`src/rtl/pc_sequencer_pkg.sv`:
```
// Shared definitions for the PC sequencer slice: FSM state encoding,
// NOP/bubble constants and the register-index width.
package pc_seq_pkg;

  // Register file index width (x0..x31).
  localparam int REG_IDX_W = 5;

  // FSM state encoding, kept as plain constants for legacy tools.
  localparam logic [1:0] ST_RUN   = 2'd0;
  localparam logic [1:0] ST_DRAIN = 2'd1;
  localparam logic [1:0] ST_HALT  = 2'd2;

  // Canonical NOP (addi x0, x0, 0) that a bubble or flush turns into.
  localparam logic [31:0] NOP_INSTR = 32'h0000_0013;
  localparam logic        BUBBLE_ON = 1'b1;

endpackage

```
`src/rtl/pc_sequencer_if.sv`:
```
// Front-end control bus between the pipelined core (master) and the
// PC sequencer (slave).
interface pc_sequencer_if
  import pc_seq_pkg::*;
#(
  parameter int PC_WIDTH = 7
);
  logic [PC_WIDTH-1:0]  pc_cur;
  logic                 idex_memread;
  logic [REG_IDX_W-1:0] idex_rd;
  logic [REG_IDX_W-1:0] ifid_rs1;
  logic [REG_IDX_W-1:0] ifid_rs2;
  logic                 branch_taken;
  logic [PC_WIDTH-1:0]  branch_target;
  logic                 ext_stall;
  logic [PC_WIDTH-1:0]  pc_next;
  logic                 pcwrite;
  logic                 ifid_write;
  logic                 ifid_flush;
  logic                 idex_bubble;
  logic                 halted;

  modport master (
    output pc_cur, idex_memread, idex_rd, ifid_rs1, ifid_rs2,
           branch_taken, branch_target, ext_stall,
    input  pc_next, pcwrite, ifid_write, ifid_flush, idex_bubble, halted
  );

  modport slave (
    input  pc_cur, idex_memread, idex_rd, ifid_rs1, ifid_rs2,
           branch_taken, branch_target, ext_stall,
    output pc_next, pcwrite, ifid_write, ifid_flush, idex_bubble, halted
  );
endinterface

```
`src/rtl/pc_sequencer_hazard_detect.sv`:
```
// Load-use hazard compare: the load in ID/EX writes a register that the
// instruction in IF/ID reads. Writes to x0 never create a hazard.
module hazard_detect
  import pc_seq_pkg::*;
(
  input  logic                 idex_memread_i,
  input  logic [REG_IDX_W-1:0] idex_rd_i,
  input  logic [REG_IDX_W-1:0] ifid_rs1_i,
  input  logic [REG_IDX_W-1:0] ifid_rs2_i,
  output logic                 lu_o
);
  assign lu_o = idex_memread_i && (idex_rd_i != '0) &&
                ((idex_rd_i == ifid_rs1_i) || (idex_rd_i == ifid_rs2_i));
endmodule

```
`src/rtl/pc_sequencer.sv`:
```
// PC sequencer: next-PC selection, front-end stall/flush/bubble control,
// end-of-program drain and halt.
// Optional feature: define PC_SEQUENCER_PERF_EN to add the saturating
// stall_cycles / flush_count performance counters.
module pc_sequencer
  import pc_seq_pkg::*;
#(
  parameter int PC_WIDTH     = 7,
  parameter int PC_STEP      = 4,
  parameter int PC_LAST      = 124,
  parameter int DRAIN_CYCLES = 4
) (
  input  logic        clk,
  input  logic        reset,
`ifdef PC_SEQUENCER_PERF_EN
  output logic [15:0] stall_cycles,
  output logic [15:0] flush_count,
`endif
  pc_sequencer_if.slave bus
);
  localparam int CNT_W = $clog2(DRAIN_CYCLES + 1);

  logic [1:0]          state_q, state_d;
  logic [CNT_W-1:0]    cnt_q, cnt_d;
  logic                lu;
  logic                redirect;
  logic [PC_WIDTH-1:0] pc_next;
  logic                pcwrite, ifid_write, ifid_flush, idex_bubble, halted;

  hazard_detect u_hazard (
    .idex_memread_i (bus.idex_memread),
    .idex_rd_i      (bus.idex_rd),
    .ifid_rs1_i     (bus.ifid_rs1),
    .ifid_rs2_i     (bus.ifid_rs2),
    .lu_o           (lu)
  );

  // Output muxing and next-state selection by state and event priority.
  always_comb begin
    // NOTE: every output gets a default first so no path leaves a latch.
    pc_next     = bus.pc_cur;
    pcwrite     = 1'b0;
    ifid_write  = 1'b0;
    ifid_flush  = 1'b0;
    idex_bubble = 1'b0;
    halted      = 1'b0;
    redirect    = 1'b0;
    state_d     = state_q;
    cnt_d       = cnt_q;

    if (reset) begin
      pc_next     = '0;
      ifid_flush  = 1'b1;
      idex_bubble = BUBBLE_ON;
    end else if (state_q == ST_HALT) begin
      ifid_flush  = 1'b1;
      idex_bubble = BUBBLE_ON;
      halted      = 1'b1;
    end else if ((state_q == ST_RUN || state_q == ST_DRAIN) && bus.branch_taken) begin
      // A resolved branch beats stalls and hazards, and revives a draining core.
      redirect    = 1'b1;
      pc_next     = bus.branch_target;
      pcwrite     = 1'b1;
      ifid_write  = 1'b1;
      ifid_flush  = 1'b1;
      idex_bubble = BUBBLE_ON;
      state_d     = ST_RUN;
      cnt_d       = '0;
    end else if (state_q == ST_DRAIN) begin
      ifid_write = 1'b1;
      ifid_flush = 1'b1;
      if (!bus.ext_stall) begin
        if (cnt_q == CNT_W'(DRAIN_CYCLES - 1)) begin
          state_d = ST_HALT;
          cnt_d   = '0;
        end else begin
          cnt_d = cnt_q + CNT_W'(1);
        end
      end
    end else if (state_q == ST_RUN) begin
      if (bus.ext_stall) begin
        // Whole front end holds; nothing new enters ID/EX, so no bubble.
      end else if (lu) begin
        idex_bubble = BUBBLE_ON;
      end else if (bus.pc_cur == PC_WIDTH'(PC_LAST)) begin
        // Last instruction fetched: let it pass, freeze the PC, start draining.
        ifid_write = 1'b1;
        state_d    = ST_DRAIN;
        cnt_d      = '0;
      end else begin
        pc_next    = bus.pc_cur + PC_WIDTH'(PC_STEP);
        pcwrite    = 1'b1;
        ifid_write = 1'b1;
      end
    end else begin
      // Unused encoding: fall back to RUN.
      state_d = ST_RUN;
      cnt_d   = '0;
    end
  end

  assign bus.pc_next     = pc_next;
  assign bus.pcwrite     = pcwrite;
  assign bus.ifid_write  = ifid_write;
  assign bus.ifid_flush  = ifid_flush;
  assign bus.idex_bubble = idex_bubble;
  assign bus.halted      = halted;

  // FSM state and drain counter registers with synchronous reset.
  always_ff @(posedge clk) begin
    // NOTE: sequential state uses non-blocking assignments so every register
    // samples the pre-edge values regardless of statement order.
    if (reset) begin
      state_q <= ST_RUN;
      cnt_q   <= '0;
    end else begin
      state_q <= state_d;
      cnt_q   <= cnt_d;
    end
  end

`ifdef PC_SEQUENCER_PERF_EN
  logic [15:0] stall_q, flush_q;

  // Saturating counters: PC-hold cycles while running, and branch redirects.
  always_ff @(posedge clk) begin
    if (reset) begin
      stall_q <= '0;
      flush_q <= '0;
    end else begin
      if (state_q == ST_RUN && !pcwrite && stall_q != 16'hFFFF)
        stall_q <= stall_q + 16'd1;
      if (redirect && flush_q != 16'hFFFF)
        flush_q <= flush_q + 16'd1;
    end
  end

  assign stall_cycles = stall_q;
  assign flush_count  = flush_q;
`endif

endmodule

```
`src/flat_wrapper.sv`:
```
// flat-port wrapper written by rule: the top's interface ports become plain ports
module pc_sequencer_flat import pc_seq_pkg::*;
#(
  parameter int PC_WIDTH     = 7,
  parameter int PC_STEP      = 4,
  parameter int PC_LAST      = 124,
  parameter int DRAIN_CYCLES = 4
)
  (clk, reset, bus_pc_cur, bus_idex_memread, bus_idex_rd, bus_ifid_rs1, bus_ifid_rs2, bus_branch_taken, bus_branch_target, bus_ext_stall, bus_pc_next, bus_pcwrite, bus_ifid_write, bus_ifid_flush, bus_idex_bubble, bus_halted);
  pc_sequencer_if #(.PC_WIDTH(PC_WIDTH)) bus_i ();
  input  logic clk;
  input  logic reset;
  input wire logic [$bits(bus_i.pc_cur)-1:0] bus_pc_cur;
  input wire logic [$bits(bus_i.idex_memread)-1:0] bus_idex_memread;
  input wire logic [$bits(bus_i.idex_rd)-1:0] bus_idex_rd;
  input wire logic [$bits(bus_i.ifid_rs1)-1:0] bus_ifid_rs1;
  input wire logic [$bits(bus_i.ifid_rs2)-1:0] bus_ifid_rs2;
  input wire logic [$bits(bus_i.branch_taken)-1:0] bus_branch_taken;
  input wire logic [$bits(bus_i.branch_target)-1:0] bus_branch_target;
  input wire logic [$bits(bus_i.ext_stall)-1:0] bus_ext_stall;
  output wire logic [$bits(bus_i.pc_next)-1:0] bus_pc_next;
  output wire logic [$bits(bus_i.pcwrite)-1:0] bus_pcwrite;
  output wire logic [$bits(bus_i.ifid_write)-1:0] bus_ifid_write;
  output wire logic [$bits(bus_i.ifid_flush)-1:0] bus_ifid_flush;
  output wire logic [$bits(bus_i.idex_bubble)-1:0] bus_idex_bubble;
  output wire logic [$bits(bus_i.halted)-1:0] bus_halted;
  assign bus_i.pc_cur = bus_pc_cur;
  assign bus_i.idex_memread = bus_idex_memread;
  assign bus_i.idex_rd = bus_idex_rd;
  assign bus_i.ifid_rs1 = bus_ifid_rs1;
  assign bus_i.ifid_rs2 = bus_ifid_rs2;
  assign bus_i.branch_taken = bus_branch_taken;
  assign bus_i.branch_target = bus_branch_target;
  assign bus_i.ext_stall = bus_ext_stall;
  assign bus_pc_next = bus_i.pc_next;
  assign bus_pcwrite = bus_i.pcwrite;
  assign bus_ifid_write = bus_i.ifid_write;
  assign bus_ifid_flush = bus_i.ifid_flush;
  assign bus_idex_bubble = bus_i.idex_bubble;
  assign bus_halted = bus_i.halted;
  pc_sequencer #(.PC_WIDTH(PC_WIDTH), .PC_STEP(PC_STEP), .PC_LAST(PC_LAST), .DRAIN_CYCLES(DRAIN_CYCLES)) u_core (.clk(clk), .reset(reset), .bus(bus_i));
endmodule
```
`config.mk`:
```
export PLATFORM = sky130hd
export DESIGN_NAME = pc_sequencer_flat
export DESIGN_NICKNAME = d
export VERILOG_FILES = /design/src/rtl/pc_sequencer_pkg.sv /design/src/rtl/pc_sequencer_if.sv /design/src/rtl/pc_sequencer_hazard_detect.sv /design/src/rtl/pc_sequencer.sv /design/src/flat_wrapper.sv
export SDC_FILE = /design/constraint.sdc
export NUM_CORES = 1
export LEC_CHECK = 0
export BUFFER_PORTS_ARGS = -buffer_cell sky130_fd_sc_hd__buf_2
export CAP_MARGIN = 40
export CORE_MARGIN = 2
export CORE_UTILIZATION = 45
export CTS_BUF_LIST = sky130_fd_sc_hd__clkbuf_8 sky130_fd_sc_hd__clkbuf_16
export DETAILED_ROUTE_END_ITERATION = 10
export PLACE_DENSITY = 0.8
export SYNTH_ARGS = -nofsm -noshare
export SYNTH_HDL_FRONTEND = slang
export SYNTH_HIERARCHICAL = 1
export SYNTH_SLANG_ARGS = --single-unit
export TNS_END_PERCENT = 100
```
`constraint.sdc`:
```
create_clock -name clk -period 4.1 [get_ports clk]
set_clock_uncertainty 0.15 [all_clocks]
set_input_delay 0.41 -clock clk [delete_from_list [all_inputs] [get_ports clk]]
set_output_delay 0.41 -clock clk [all_outputs]
set_load 0.02 [all_outputs]
```
==> flow_summary.yaml, run 1 <==
finish:
  final_common_cell: "buf_2"
  drive_gt1_share_pct: 33.3
  fillerInstances: 153
  diodes: 0
  nets: 187
  stdcell_count: 166
  final_cell_mix: "45 x buf_2, 12 x nand2_1, 9 x a21oi_1, 9 x nor3_1, 7 x xnor2_1"
  syn2layout_area_growth_pct: 34.8
  regArea_um2: 100
  multi_input_area_um2: 611
grt:
  grt_pass1_vias: 863
  grt_first_pass_wirelength_um: 3430
  grt_max_degree: 18
  grt_overflow: 0
  grt_usage_pct: 22.7
  grt_antenna_before_repair: 0
power_and_ir_drop:
  p_seq_share_pct: 22.6
  power_frac_clock_pct: 40.6
  p_sw_mw: 0.0690
  internal_power_mw: 0.148
  vdd_ir_drop_max_uv: 192
  switching_share_pct: 31.8
  combPwrFrac_pct: 36.8
  powerDensity_nw_per_um2: 215
  leakage_nw: 0.459
synth:
  yosys.area.top_type_share_pct: 13.4
  synthMuxAreaShare_pct: 5.52
  yosysSeqAreaShare_pct: 13.4
  mappedNetlistArea_um2: 748
  ys.warnings.count: 6
  synth-simple-area-share_pct: 32.4
  synthXorXnorAreaFrac_pct: 15.2
  synth_compound_area_share_pct: 25.1
  synth_seq_cells: 5
  synth.area.top_cells: "dfxtp_1 13%, xnor2_1 8.2%, xor2_1 7.0%, a21oi_1 6.0%, nor3_1 6.0%"
  synth_top_family_by_area: "simple AND/OR/NAND/NOR gates"
  syn_avg_cell_area_um2: 6.99
  synth.distinct_cells: 37
  mappedNetlistNets: 143
  synthAdderAreaFrac_pct: 3.34
  synth_cells: 107
  synth_largest_area_cell: "dfxtp_1"
clock_network:
  cts_buffers: 3
  clockBufferDepth: 2
  clock_sinks: 5
  cts.repair.resized: 0
  cts_max_level: 1
  cts_tree: "built"
  clk_latency_ns: 0.22
  clk_pin_slew_worst_paths_ns: 0.03
  cts_root_buffer: "clkbuf_8"
  post_cts_buffers: 0
  cts_hold_buf: 0
sta:
  rsz0062_at_grt: "false"
  tightest_slew_ns: 0.524
  setup_violations: 0
  slew_viol_final: 0
  finalSetupTns_ns: 0
  setup_ws_ns: 0.927
  fin_crit_sh_pct: 77.4
  relSlewSlack_pct: 65.0
  final-hold-violation-count: 0
  timing.fmax_mhz: 315
  period_needed_ns: 3.17
run:
  maxCapViolations: 0
die:
  rows: 14
  dieArea_um2: 2000
  io_pins: 46
  start_util_pct: 49.1
  dieHeight_um: 44.8
  coreArea_um2: 1520
  die_x_um: 44.8
worst_setup_path:
  cp_cell_sequence: "buf_2 -> or4_1 -> o21ai_1 -> a21oi_1 -> or4_4 -> a21oi_4 -> nand4_1 -> mux2_1 -> buf_2"
  start_kind: "input pin"
  end_kind: "primary output"
  arrival_ns: 2.61
  critical_path.max_stage_delay_ns: 0.52
  r2r_start: "u_core/state_q[1]$_SDFFE_PP0P_"
  crit_top_cell: "buf_2"
  cpMaxStageDelayCell: "or4_1"
  cp.required_ns: 3.54
  crit_path_max_fanout: 6
  crit_start: "bus_idex_rd[0]"
  path_class: "input pin to primary output"
hold_path:
  hold_path_class: "register to register"
  hold_start: "u_core/cnt_q[2]$_SDFFE_PP0P_"
drt:
  routed_wl_um: 2140
  drtIter0Drc: 14
  ant_nets: 0
  firstDrtPassIters: 4
  via_count: 943
  drt-wirelength-per-cell_um: 12.9
  drcViolationCount: 0
  post_drt_via_cell_ratio: 5.68
status:
  status: "complete, no violations"
placement:
  hpwl_um: 1730
  gp_congestion: 0.822
  dp_cells: 162
  pre_cts_ws_ns: 0.935
  numPortBuffers: 45
power groups by stage:
stage	combinational [mW]	sequential [mW]	clock (mW)
global route	0.0874	0.0490	0.0935
floorplan	0.0457	0.0497	0
finish	0.0798	0.0490	0.0880
CTS	0.0803	0.0490	0.0904
global placement	0.0771	0.0497	0
detailed placement	0.0801	0.0497	0
cell usage after synthesis:
library cell	instances
nor4_1	1
o21a_1	1
xnor2_1	7
clkbuf_1	5
nand4_1	1
or4_1	1
o21bai_1	1
nor2_1	3
nor4b_1	1
a211oi_1	3
nand3_1	5
a311oi_1	1
a22oi_1	1
xor2_1	6
a221oi_1	1
nor2b_1	3
o211ai_1	2
and2_0	1
o311ai_1	1
nand2b_1	3
and3_1	1
a21oi_1	9
nor3_1	9
dfxtp_1	5
o21ai_0	6
inv_1	2
mux2_1	1
buf_6	1
nor3b_1	1
o21ai_1	2
a21oi_4	1
or4_4	1
and2_1	2
mux2i_1	3
ha_1	2
or3_1	1
nand2_1	12
registers in the layout (all words and copies together) (netlist names):
signal	count
u_core/cnt_q	3
u_core/state_q	2
layout make-up:
| type | instances | share of cell area (%) |
|---|---|---|
| repair buffers | 45 | 22.3 |
| multi-input cells | 94 | 60.5 |
| well taps | 16 | 1.99 |
| clock buffers | 3 | 4.09 |
| clock inverters | 1 | 0.372 |
| inverters | 2 | 0.744 |
| flip-flops and latches | 5 | 9.93 |
metal layers:
layer	up-vias	share of wire [%]	global-route usage (%)	routed length, um
li1	472	-	-	-
met1	423	40	24.4	861
met2	46	51	45.5	1090
met3	2	8.4	4.40	180
met4	0	0.47	4.12	10
met5	-	0	0	0
logic make-up (layout without fill, tap and decap cells):
family / count (synthesis) / after routing
compound gates: 29 / 29
fa+ha+maj: 2 / 2
simple gates: 46 / 46
xor+xnor: 13 / 13
mux: 4 / 4
buf+inv: 8 / 51
flops: 5 / 5
critical path, delay by kind of cell:
kind | cells | cell delay (ns)
mux | 1 | 0.31
buf+inv | 2 | 0.28
compound gates | 3 | 0.43
simple gates | 3 | 1.18
path summary, 6_finish.rpt:
path	endpoint	slack, ns	cells after the start
worst max-delay path	bus_pc_next[5]	0.93	9
worst min-delay path	u_core/cnt_q[2]$_SDFFE_PP0P_	0.29	2
worst min register to register	u_core/cnt_q[2]$_SDFFE_PP0P_	0.29	2
worst max register to register	u_core/cnt_q[0]$_SDFFE_PP0P_	2.38	3
per-stage QoR:
| stage | hold WS, ns | utilization [%] | area [um^2] | total power, mW |
|---|---|---|---|---|
| finish | 0.285 | 66.2 | 1010 | 0.217 |
| global route | 0.315 | 66.2 | 1010 | 0.230 |
| CTS | 0.284 | 66.2 | 1010 | 0.220 |
| detailed placement | 0.280 | 63.2 | 963 | 0.130 |
| global placement | 0.273 | 63.2 | 963 | 0.127 |
| floorplan | 0.262 | - | 748 | 0.0953 |
Power figures use the tool's default switching activity.
==> run 2, diff against run 1 <==
--- a/config.mk
+++ b/config.mk
@@ -8,10 +8,10 @@
 export BUFFER_PORTS_ARGS = -buffer_cell sky130_fd_sc_hd__buf_2
 export CAP_MARGIN = 40
 export CORE_MARGIN = 2
-export CORE_UTILIZATION = 45
+export CORE_UTILIZATION = 38
 export CTS_BUF_LIST = sky130_fd_sc_hd__clkbuf_8 sky130_fd_sc_hd__clkbuf_16
 export DETAILED_ROUTE_END_ITERATION = 10
-export PLACE_DENSITY = 0.8
+export PLACE_DENSITY = 0.72
 export SYNTH_ARGS = -nofsm -noshare
 export SYNTH_HDL_FRONTEND = slang
 export SYNTH_HIERARCHICAL = 1
==> constraint.sdc (replaced) <==
create_clock -name clk -period 2.75 [get_ports clk]
set_clock_uncertainty 0.15 [all_clocks]
set_input_delay 0.275 -clock clk [delete_from_list [all_inputs] [get_ports clk]]
set_output_delay 0.275 -clock clk [all_outputs]
set_load 0.02 [all_outputs]
==> flow_summary.yaml, run 2 (synthesized netlist as in run 1, its figures left out) <==
status:
  status: "complete, no violations"
die:
  dieHeight_um: 48.4
  start_util_pct: 39.3
  die_x_um: 48.4
  coreArea_um2: 1900
  io_pins: 46
  dieArea_um2: 2340
  rows: 16
clock_network:
  post_cts_buffers: 0
  clock_sinks: 5
  cts_hold_buf: 0
  cts_buffers: 3
  cts_tree: "built"
  clk_pin_slew_worst_paths_ns: 0.03
  clk_latency_ns: 0.21
  cts_root_buffer: "clkbuf_8"
  clockBufferDepth: 2
  cts_max_level: 1
power_and_ir_drop:
  vdd_ir_drop_max_uv: 306
  leakage_nw: 0.496
  power_mw: 0.336
  powerDensity_nw_per_um2: 303
sta:
  setup_violations: 0
  timing.fmax_mhz: 364
  relSlewSlack_pct: 63.7
  whs_ns: 0.245
  tightest_slew_ns: 0.543
  final-hold-violation-count: 0
  fin_crit_sh_pct: 99.8
  slew_viol_final: 0
  period_needed_ns: 2.74
  finalSetupTns_ns: 0
  rsz0062_at_grt: "true"
  setup_ws_ns: 0.00572
drt:
  post_drt_via_cell_ratio: 5.26
  ant_nets: 0
  drtIter0Drc: 12
  firstDrtPassIters: 4
  drt-wirelength-per-cell_um: 11.9
  routed_wl_um: 2170
  drcViolationCount: 0
  via_count: 958
worst_setup_path:
  critical_path.max_stage_delay_ns: 0.52
  start_kind: "input pin"
  cp.required_ns: 2.33
  crit_top_cell: "or4_4"
  cpMaxStageDelayCell: "or4_4"
  cpLargestDelayFamily: "simple AND/OR/NAND/NOR gates"
  path_class: "input pin to primary output"
  cp_cell_sequence: "buf_2 -> or4_4 -> o21ai_4 -> a21oi_2 -> or4_4 -> a21oi_4 -> nand4_1 -> mux2_4 -> buf_6"
  end_kind: "primary output"
  crit_path_max_fanout: 4
  worst-path-buf-inv: 2
  arrival_ns: 2.32
placement:
  numPortBuffers: 45
  pre_cts_ws_ns: -0.0701
  hpwl_um: 1750
  place_area_um2: 1020
  dp_cells: 178
  gp_congestion: 0.898
finish:
  syn2layout_area_growth_pct: 48.3
  final_core_util_pct: 58.4
  largestRegisters: "u_core/cnt_q x3, u_core/state_q x2"
  stdcell_count: 182
  final_cell_mix: "41 x buf_2, 12 x nand2_1, 9 x nor3_1"
  fillerInstances: 167
  largest_register_ffs: 3
  final_common_cell: "buf_2"
  drive_gt1_share_pct: 38.7
  nets: 192
  diodes: 0
  largest_register: "u_core/cnt_q"
  design_area_um2: 1110
grt:
  grt_pass1_vias: 864
  grt_first_pass_wirelength_um: 3470
  grt_usage_pct: 17.9
  grt_antenna_before_repair: 0
  grt_max_degree: 18
  grt_overflow: 0
hold_path:
  hold_path_class: "input pin to register"
run:
  maxCapViolations: 0
-- run 2: repair_timing --
item,in CTS,in global routing
gates resized for setup,4,7
endpoints found under the setup margin,3,5
pin swaps,3,4
-- run 2: per-layer routing --
| metal | vias up | GRT usage, % | routed length (um) |
|---|---|---|---|
| met3 | 2 | 3.09 | 70 |
| li1 | 489 | - | - |
| met4 | 0 | 5.71 | 10 |
| met2 | 21 | 32.6 | 1150 |
| met1 | 446 | 21.2 | 939 |
| met5 | - | 0 | 0 |
-- run 2: path summary, 6_finish.rpt --
kind	from	to	slack, ns	depth (start not counted)
worst max-delay path	bus_idex_rd[4]	bus_pc_next[5]	0.006	9
worst min-delay path	reset	u_core/state_q[1]$_SDFFE_PP0P_	0.25	2
worst max register to register	u_core/state_q[1]$_SDFFE_PP0P_	u_core/cnt_q[0]$_SDFFE_PP0P_	1.10	3
worst min register to register	u_core/cnt_q[2]$_SDFFE_PP0P_	u_core/cnt_q[2]$_SDFFE_PP0P_	0.29	2
-- run 2: cell type report --
cell class	count	area (um^2)	area share, %
sequential	5	100	9.02
tap	27	33.8	3.04
inverter	2	7.51	0.676
timing repair buffer	50	284	25.6
clock buffer	3	41.3	3.72
clock inverter	1	3.75	0.338
multi-input combinational	94	639	57.6
-- run 2: report_power, final --
group | switching, mW | total [mW] | internal [mW]
Clock | 0.0324 | 0.128 | 0.0954
Sequential | 0.0000747 | 0.0731 | 0.0730
Combinational | 0.0722 | 0.135 | 0.0633
==> run 3, diff against run 2 <==
--- a/config.mk
+++ b/config.mk
@@ -11,7 +11,7 @@
 export CORE_UTILIZATION = 38
 export CTS_BUF_LIST = sky130_fd_sc_hd__clkbuf_8 sky130_fd_sc_hd__clkbuf_16
 export DETAILED_ROUTE_END_ITERATION = 10
-export PLACE_DENSITY = 0.72
+export PLACE_DENSITY = 0.75
 export SYNTH_ARGS = -nofsm -noshare
 export SYNTH_HDL_FRONTEND = slang
 export SYNTH_HIERARCHICAL = 1
==> flow_summary.yaml, run 3 (synthesized netlist as in run 1, its figures left out) <==
sta:
  tightest_slew_ns: 0.546
  period_needed_ns: 2.70
  whs_ns: 0.253
  setup_violations: 0
  slew_viol_final: 0
  fin_crit_sh_pct: 98.1
  final-hold-violation-count: 0
  relSlewSlack_pct: 63.5
  timing.fmax_mhz: 371
  rsz0062_at_grt: "true"
grt:
  grt_first_pass_wirelength_um: 3780
  grt_antenna_before_repair: 0
  grt_max_degree: 18
  grt_overflow: 0
  grt_pass1_vias: 917
  grt_usage_pct: 19.9
drt:
  firstDrtPassIters: 4
  post_drt_via_cell_ratio: 5.36
  via_count: 986
  drtIter0Drc: 21
  routed_wl_um: 2290
  drcViolationCount: 0
  drt-wirelength-per-cell_um: 12.5
  ant_nets: 0
placement:
  numPortBuffers: 45
  place_area_um2: 1020
  gp_congestion: 0.928
  hpwl_um: 1780
worst_setup_path:
  start_kind: "input pin"
  end_kind: "primary output"
  critical_path.max_stage_delay_ns: 0.52
  crit_top_cell: "or4_4"
  arrival_ns: 2.27
  cp_cell_sequence: "buf_6 -> or4_4 -> o21ai_2 -> a21oi_2 -> or4_4 -> a21oi_4 -> a221oi_1 -> a311oi_2 -> buf_4"
  cp.required_ns: 2.33
  crit_path_max_fanout: 3
  cpLargestDelayFamily: "simple AND/OR/NAND/NOR gates"
  worst-path-buf-inv: 2
  cpMaxStageDelayCell: "or4_4"
  path_class: "input pin to primary output"
power_and_ir_drop:
  vdd_ir_drop_max_uv: 220
  power_mw: 0.339
  switching_share_pct: 31.4
  leakage_nw: 0.505
  combPwrFrac_pct: 40.1
  p_sw_mw: 0.107
  internal_power_mw: 0.233
  p_seq_share_pct: 21.5
  power_frac_clock_pct: 38.4
  powerDensity_nw_per_um2: 304
die:
  coreArea_um2: 1900
  die_x_um: 48.4
  io_pins: 46
  dieArea_um2: 2340
  start_util_pct: 39.3
  dieHeight_um: 48.4
  rows: 16
finish:
  final_core_util_pct: 58.8
  diodes: 0
  final_common_cell: "buf_2"
  largest_register: "u_core/cnt_q"
  nets: 194
  final_cell_mix: "41 x buf_2, 12 x nand2_1, 9 x nor3_1"
  largestRegisters: "u_core/cnt_q x3, u_core/state_q x2"
  design_area_um2: 1120
  syn2layout_area_growth_pct: 49.3
  drive_gt1_share_pct: 39.5
  largest_register_ffs: 3
clock_network:
  clk_pin_slew_worst_paths_ns: 0.03
  clk_latency_ns: 0.22
  cts_tree: "built"
  cts_root_buffer: "clkbuf_8"
  cts_buffers: 3
  cts_hold_buf: 0
  clock_sinks: 5
  cts_max_level: 1
  clockBufferDepth: 2
status:
  status: "complete, no violations"
hold_path:
  hold_path_class: "input pin to register"
run:
  maxCapViolations: 0
## run 3: cell types whose count changed in the layout (fill, tap and decap cells not counted), sizes merged
cell and delta:
buf +2
## run 3: worst reg2reg max path: stages (launching register included)
cell	delay [ns]
dfxtp_1	0.63
nand2b_1	0.40
nand3_1	0.23
mux2i_1	0.17
## run 3: power groups by stage
stage	Sequential [mW]	Clock (mW)	Combinational, mW
2_1_floorplan	0.0741	0	0.0695
3_3_place_gp	0.0741	0	0.124
3_5_place_dp	0.0741	0	0.127
4_1_cts	0.0731	0.135	0.129
5_1_grt	0.0730	0.137	0.148
6_report	0.0731	0.130	0.136
## run 3: what timing repair did
item / in CTS / in global routing
buffers inserted: 0 / 2
cloned: 0 / 0
pin swaps: 1 / 0
resized for setup: 2 / 8
setup endpoints to repair: 4 / 6
## run 3: final cells by class
class	instances	area [um^2]
clock buffer	3	41.3
clock inverter	1	3.75
fill	179	785
inverter	2	7.51
multi-input combinational	94	632
sequential	5	100
tap	27	33.8
timing repair buffer	52	299
## run 3: stage by stage
step / TNS [ns] / cells / setup WS (ns)
floorplan: 0 / 107 / 0.0715
global placement: -0.000157 / 178 / -0.000157
detailed placement: -0.154 / 178 / -0.0555
CTS: 0 / 182 / 0.00565
global route: -0.0455 / 184 / -0.0261
finish: 0 / 184 / 0.0513
## run 3: routing by layer
metal,GRT usage (%),share of wire [%]
met4,7.14,0.61
met1,20.8,42
met5,0,0
met2,38.9,53
met3,4.01,4.3
## run 3: path summary, 6_finish.rpt
check,start,end,slack [ns],depth (start not counted)
setup / recovery,bus_idex_rd[0],bus_pc_next[4],0.05,9
hold / removal,reset,u_core/state_q[1]$_SDFFE_PP0P_,0.25,2
setup reg to reg,u_core/state_q[1]$_SDFFE_PP0P_,u_core/cnt_q[0]$_SDFFE_PP0P_,1.05,3
hold reg to reg,u_core/cnt_q[2]$_SDFFE_PP0P_,u_core/cnt_q[2]$_SDFFE_PP0P_,0.29,2
